## config.mk

```make
export PLATFORM = sky130hd
export DESIGN_NAME = freq_duty_monitor
export DESIGN_NICKNAME = d
export VERILOG_FILES = /design/src/rtl/freq_duty_monitor.sv
export SDC_FILE = /design/constraint.sdc
export NUM_CORES = 1
export LEC_CHECK = 0
export CORE_AREA = 4 4 87 89
export DETAILED_ROUTE_END_ITERATION = 16
export DIE_AREA = 0 0 91 93
export DONT_BUFFER_PORTS = 1
export SETUP_SLACK_MARGIN = 0.02
export SLEW_MARGIN = 20
export SYNTH_ARGS = -nofsm -noshare
export SYNTH_HDL_FRONTEND = slang
export SYNTH_SLANG_ARGS = --single-unit
```

## constraint.sdc

```tcl
create_clock -name clk -period 4.71 [get_ports clk]
set_input_delay 1.1775 -clock clk [delete_from_list [all_inputs] [get_ports clk]]
set_output_delay 1.1775 -clock clk [all_outputs]
set_load 0.03 [all_outputs]
```

## src/rtl/freq_duty_monitor.sv

```systemverilog
// rtl/freq_duty_monitor.sv - divided-clock period/high-time monitor with lock and stall detection (optional DUTY_CHECK_EN)
module freq_duty_monitor #(
    parameter int CNT_W         = 16,
    parameter int EXPECT_PERIOD = 5,
    parameter int LOCK_COUNT    = 4,
    parameter int MAX_COUNT     = 255,
    parameter int HIGH_MIN      = 2,
    parameter int HIGH_MAX      = 3
) (
    input  logic             clk,
    input  logic             rst,
    input  logic             en,
    input  logic             sig_in,
    output logic [CNT_W-1:0] period,
    output logic [CNT_W-1:0] high_time,
    output logic             meas_valid,
    output logic             locked,
    output logic             stall
);

    typedef enum logic [1:0] {
        IDLE = 2'd0,
        HIGH = 2'd1,
        LOW  = 2'd2
    } state_t;

    localparam logic [CNT_W-1:0] MAX_C  = CNT_W'(MAX_COUNT);
    localparam logic [CNT_W-1:0] EXP_P  = CNT_W'(EXPECT_PERIOD);
    localparam logic [CNT_W-1:0] ONE_C  = CNT_W'(1);
    localparam logic [3:0]       LOCK_C = 4'(LOCK_COUNT);

    state_t           state, state_nx;
    logic             s1, s2, s3;
    logic             rise, fall;
    logic [CNT_W-1:0] cnt, hi_tmp;
    logic [3:0]       match_cnt, match_inc;
    logic             load_cnt, take_meas, capture_hi, timeout, clear_stall;
    logic             duty_ok, meas_match;

    assign rise = s2 & ~s3;
    assign fall = ~s2 & s3;

`ifdef DUTY_CHECK_EN
    assign duty_ok = (hi_tmp >= CNT_W'(HIGH_MIN)) && (hi_tmp <= CNT_W'(HIGH_MAX));
`else
    // Duty never gates lock in this build; the range parameters stay referenced only.
    assign duty_ok = 1'b1 | (HIGH_MIN > HIGH_MAX);
`endif

    assign meas_match = (cnt == EXP_P) && duty_ok;
    assign match_inc  = (match_cnt >= LOCK_C) ? LOCK_C : match_cnt + 4'd1;

    always_comb begin
        state_nx    = state;
        load_cnt    = 1'b0;
        take_meas   = 1'b0;
        capture_hi  = 1'b0;
        timeout     = 1'b0;
        clear_stall = 1'b0;
        if (!en) begin
            state_nx = IDLE;
        end else begin
            case (state)
                IDLE: begin
                    if (rise) begin
                        load_cnt    = 1'b1;
                        clear_stall = 1'b1;
                        state_nx    = HIGH;
                    end
                end
                HIGH: begin
                    if (cnt == MAX_C) begin
                        timeout  = 1'b1;
                        state_nx = IDLE;
                    end else if (fall) begin
                        capture_hi = 1'b1;
                        state_nx   = LOW;
                    end
                end
                LOW: begin
                    // A rise coinciding with the timeout still completes the measurement.
                    if (rise) begin
                        take_meas = 1'b1;
                        load_cnt  = 1'b1;
                        state_nx  = HIGH;
                    end else if (cnt == MAX_C) begin
                        timeout  = 1'b1;
                        state_nx = IDLE;
                    end
                end
                default: state_nx = IDLE;
            endcase
        end
    end

    always_ff @(posedge clk) begin
        if (rst) begin
            s1         <= 1'b0;
            s2         <= 1'b0;
            s3         <= 1'b0;
            state      <= IDLE;
            cnt        <= '0;
            hi_tmp     <= '0;
            match_cnt  <= '0;
            period     <= '0;
            high_time  <= '0;
            meas_valid <= 1'b0;
            locked     <= 1'b0;
            stall      <= 1'b0;
        end else begin
            s1         <= sig_in;
            s2         <= s1;
            s3         <= s2;
            state      <= state_nx;
            meas_valid <= 1'b0;

            if (load_cnt)
                cnt <= ONE_C;
            else if (cnt < MAX_C)
                cnt <= cnt + ONE_C;

            if (capture_hi)
                hi_tmp <= cnt;

            if (take_meas) begin
                period     <= cnt;
                high_time  <= hi_tmp;
                meas_valid <= 1'b1;
                if (meas_match) begin
                    match_cnt <= match_inc;
                    locked    <= (match_inc == LOCK_C);
                end else begin
                    match_cnt <= '0;
                    locked    <= 1'b0;
                end
            end

            if (timeout) begin
                stall     <= 1'b1;
                locked    <= 1'b0;
                match_cnt <= '0;
            end

            if (clear_stall)
                stall <= 1'b0;
        end
    end

endmodule

```

## After elaboration in Yosys (flattened, before gate mapping)

Cells that the tools add are included.

- Eq/ne operators: 8
- $lt $le $gt $ge: 2
- Multiplexer cells: 27
- Bitwise gates (word level): 5
- Add/sub/neg operators: 2
- Reduce and logical (&&, ||, !) cells: 8

Operators with widths:

| kind | count |
|---|---|
| $mux 1 | 18 |
| $add 16x1->16 const B | 1 |
| $eq 16x3->1 const B | 1 |
| $eq 16x8->1 const B | 1 |
| $lt 16x8->1 const B | 1 |
| $mux 2 | 5 |
| $reduce_or 2->1 | 5 |
| $mux 4 | 2 |
| $ne 3x3->1 const B | 2 |
| $pmux 2 s3 | 1 |
| $add 4x1->4 const B | 1 |
| $eq 4x3->1 const B | 1 |
| $ge 4x3->1 const B | 1 |
| $not 1->1 | 3 |
| $reduce_and 3->1 | 1 |
| $and 1x1->1 | 2 |
| $eq 2x1->1 const B | 1 |
| $eq 2x2->1 const B | 1 |
| $logic_not 2->1 | 1 |
| $ne 2x2->1 const B | 1 |
| $pmux 1 s2 | 1 |
| $reduce_bool 2->1 | 1 |

- Flip-flop bits (word level): 76
- Word-level logic and storage cells: 65
- Output and inout bits: 35
- Input bits: 4

## Longest topological paths before layout

- Word-level depth: 6
- Gate-level depth with buffers: 8
- Mapped depth without buffers: 6

## Worst setup path before layout

No wires, ideal clock.

- Path kind: input -> register
- Start: in en
- End: reg high_time[0]
- Stages on the path: 6
- Library setup time: 132 ps
- Required time: 4,578 ps
- Buffers on the path: 2
- Slack: 2,548 ps
- Arrival time: 2,030 ps
- Path through: inv_1 -> or2_2 -> clkbuf_1 -> buf_1 -> nand2_1 -> a21oi_1

- Word-level cells in the longest chain between the ends: 1

Ends and longest elaborated chain:

| element | line | text |
|---|---|---|
| start, declared | 12 | `input logic en,` |
| $mux 1 | 60 | `if (!en) begin` |
| end signal, assigned | 127 | `high_time <= hi_tmp;` |
| end, declared | 15 | `output logic [CNT_W-1:0] high_time,` |

No other way between the ends.
A chain may end at the register's enable or synchronous reset.

## Worst setup path after layout

- Start: reg cnt[1]
- End: reg state[1]

- Word-level cells in the longest chain between the ends: 3
- Elaborated cells between the ends (all ways): 6
- Those cells by class: 3 x eq/ne; 2 x mux; 1 x reduce/logical

Ends and longest elaborated chain:

| element | line | text |
|---|---|---|
| start, declared | 35 | `logic [CNT_W-1:0] cnt, hi_tmp;` |
| start signal, assigned | 120 | `cnt <= cnt + ONE_C;` |
| $eq 16x8->1 (*) | 72, 86 |  |
| $ne 3x3->1 (no source line) or $mux 2 (tied branches) | n/a |  |
| $reduce_and 3->1 (no source line) or $pmux 2 s3 (tied branches) | n/a |  |
| end signal, assigned | 114 | `state <= state_nx;` |
| end, declared | 32 | `state_t state, state_nx;` |

Mark *: on every way between the ends. The rest lies on a longest branch, timed or not.

==> impl_metrics.json <==
{
  "globalplace.congestion": 0.766,
  "leakagePower_nw": 1.08,
  "drt_iter0_drc": 169,
  "layout_setup_ws_ns": 2.37,
  "drv_slew": 0,
  "grt.overflow.total": 0,
  "layout.nets": 356,
  "coreArea_mm2": 0.00676,
  "rows": 30,
  "min_path_type": "flip-flop to flip-flop",
  "grt_busiest_layer": "met2",
  "pin_count": 39,
  "skew_ns": 0.00893,
  "grt_pass1_vias": 2202,
  "cts_buffers": 9,
  "synthAdderAreaFrac_pct": 2.91,
  "clock_path_buffers": 2,
  "muxShareOfSynthArea_pct": 0.666,
  "avgSynthCellArea_um2": 8.40,
  "synth_compound_area_share_pct": 16.9,
  "placed_area_mm2": 0.00302,
  "combPwrFrac_pct": 1.6,
  "grt_start_max_net_pins": 56,
  "post-route-cell-area_mm2": 0.00323,
  "antenna_found_initial": 0,
  "slew-limit-headroom_pct": 46.0,
  "switching_share_pct": 21.3,
  "num-fill-cells": 693,
  "worst-slew-pin-transition_ns": 0.803,
  "clkTransAtPathRegs_ns": 0.08,
  "clock-sinks": 76,
  "use_met3_pct": 4.34,
  "worstSetupStartpointType": "flip-flop",
  "routed_wl_mm": 6.55,
  "status": "complete, no violations",
  "grt.total_usage_pct": 16.4,
  "yosysUniqueCellTypes": 38,
  "grt_first_pass_wirelength_mm": 11.0,
  "dieArea_mm2": 0.00846,
  "synth_seq_area_share_pct": 50.6,
  "htreeDepth": 3,
  "cts_resized": 0,
  "setup_violations": 0,
  "arrival_ns": 2.56,
  "power.switching_mw": 0.258,
  "crit_fanout": 17,
  "async_flop_share_pct": 0,
  "layout-drive-gt1-share_pct": 6.30,
  "cp-end-kind": "flip-flop",
  "syn-cell-area_mm2": 0.00301,
  "fmax_mhz": 427,
  "synth_top_cells_by_count": "nand2_1 (77), dfxtp_1 (76), a21oi_1 (61)",
  "fin_tns_setup_ns": 0,
  "internal_power_mw": 0.950,
  "finalCritPeriodShare_pct": 49.7,
  "reg2reg_depth": 5,
  "yosys-top-cells-area": "dfxtp_1 (51%), a21oi_1 (10%), nand2_1 (9.6%), nand3_1 (3.2%), o21ai_0 (3.2%)",
  "power.density_mw_per_mm2": 374,
  "place_ws_ns": 2.16,
  "critical_path_class": "flip-flop to flip-flop",
  "tritoncts": "built",
  "clockPowerShare_pct": 44.5,
  "route.detailed.drc": 0,
  "rsz0062_at_grt": "false",
  "areaGrowthSynthToFinish_pct": 7.36,
  "ys.flop_type": "dfxtp_1",
  "final_hold_viol_count": 0,
  "synth_fp_nets": 369,
  "post_drt_wl_per_cell_um": 15.3,
  "maxCapViolCount": 0,
  "die_h_um": 93,
  "vias": 2353,
  "first_pass_iters": 4,
  "vdd_drop_max_mv": 0.207,
  "synth_top_area_share_pct": 50.6,
  "path_cells": "ha_1 > nand3_1 > nor4_4 > a221oi_1 > mux2i_1",
  "cts_setup_buffers": 0,
  "num_antenna_cells": 0,
  "use_met2_pct": 24.2,
  "seq_power_share_pct": 53.9,
  "clkLatencyLatePin_ns": 0.35,
  "start_util_pct": 44.5,
  "slowest_delay_ns": 0.82,
  "io_buffers": 0,
  "synth_edf_count": 0,
  "synth.most_common_cell": "nand2_1",
  "synth_area_leader_cell": "dfxtp_1",
  "utilization_pct": 47.8,
  "synth_top_family_by_area": "simple AND/OR/NAND/NOR gates",
  "hpwl_mm": 4.31,
  "die_x_um": 91,
  "critPathRequiredTime_ns": 4.93,
  "vias_per_cell": 5.48,
  "post-route-min-period_ns": 2.34,
  "synth_cells": 358,
  "ant_nets": 0,
  "use_met1_pct": 22.1,
  "crit_slowest_cell": "nor4_4",
  "holdPathStages": 2,
  "root_buffer": "clkbuf_8",
  "cts_hold_buffers": 0,
  "synthXorXnorAreaFrac_pct": 0,
  "synthSimpleGateAreaFrac_pct": 24.8,
  "yosys_warnings": 0,
  "synth-seq-cells": 76
}
-- registers in the layout, indices dropped and copies added, names as in the netlist --
register	cells
s1	1
match_cnt	4
meas_valid	1
state	2
period	16
high_time	16
cnt	16
s3	1
s2	1
stall	1
hi_tmp	16
locked	1
-- metrics by stage --
stage,total power [mW],hold WS (ns),std cells
after CTS,1.22,0.448,429
after global placement,0.685,0.431,414
after floorplan,0.686,0.414,358
after detailed placement,0.686,0.426,414
after global routing,1.25,0.463,429
final,1.21,0.445,429
-- routing by layer --
metal  vias to the layer above  wire [um]
met5                         -          0
met4                         0        132
met3                        10        310
met2                        51       2910
met1                      1087       3200
li1                       1205          -
-- cell families (layout without fill, tap and decap cells) --
family / after synthesis / count (layout)
buf+inv: 31 / 22
simple gates: 150 / 150
flops: 76 / 76
compound gates: 92 / 92
fa+ha+maj: 7 / 7
mux: 2 / 2
-- path summary, 6_finish.rpt --
check	start	to	slack, ns
max	cnt[1]	state[1]	2.37
min	hi_tmp[3]	high_time[3]	0.44
min reg2reg	hi_tmp[3]	high_time[3]	0.44
max reg2reg	cnt[1]	state[1]	2.37
-- final cells by class --
type,instances,area (um^2),share of cell area (%)
sequential,76,1520,47.1
inverter,7,26.3,0.814
multi-input combinational,251,1370,42.4
clock inverter,6,88.8,2.75
clock buffer,9,124,3.84
tap,80,100,3.10
-- cell usage in the layout (no fill, tap or decap), types with 2 or more instances in the layout --
cell	instances
bufinv_16	2
nor2b_1	6
clkinvlp_4	2
o31ai_1	4
and3_1	2
nand2b_1	2
or4_4	2
ha_1	7
nand4_1	3
or2_2	2
dfxtp_1	76
a21oi_1	61
o41ai_1	2
or3_1	3
nand4b_1	2
nand2_1	77
inv_1	7
and2_1	9
clkbuf_8	9
nor2_1	8
nand3b_1	3
o21ai_0	19
nand3_1	19
or4_1	5
mux2i_1	2
-- power by group through the flow --
stage / sequential (mW) / combinational (mW) / clock [mW]
6_report: 0.651 / 0.0190 / 0.537
3_3_place_gp: 0.666 / 0.0188 / 0
5_1_grt: 0.652 / 0.0219 / 0.579
3_5_place_dp: 0.667 / 0.0194 / 0
4_1_cts: 0.651 / 0.0194 / 0.550
2_1_floorplan: 0.664 / 0.0218 / 0
-- critical path, delay by kind of cell, from the launching register on --
kind / cells / cell delay (ns)
and+or+nand+nor: 2 / 1.07
adders and majority gates: 1 / 0.23
muxes: 1 / 0.17
DFF: 1 / 0.49
AOI/OAI and AO/OA: 1 / 0.26
Note: power is estimated with default switching activity, not from simulation.
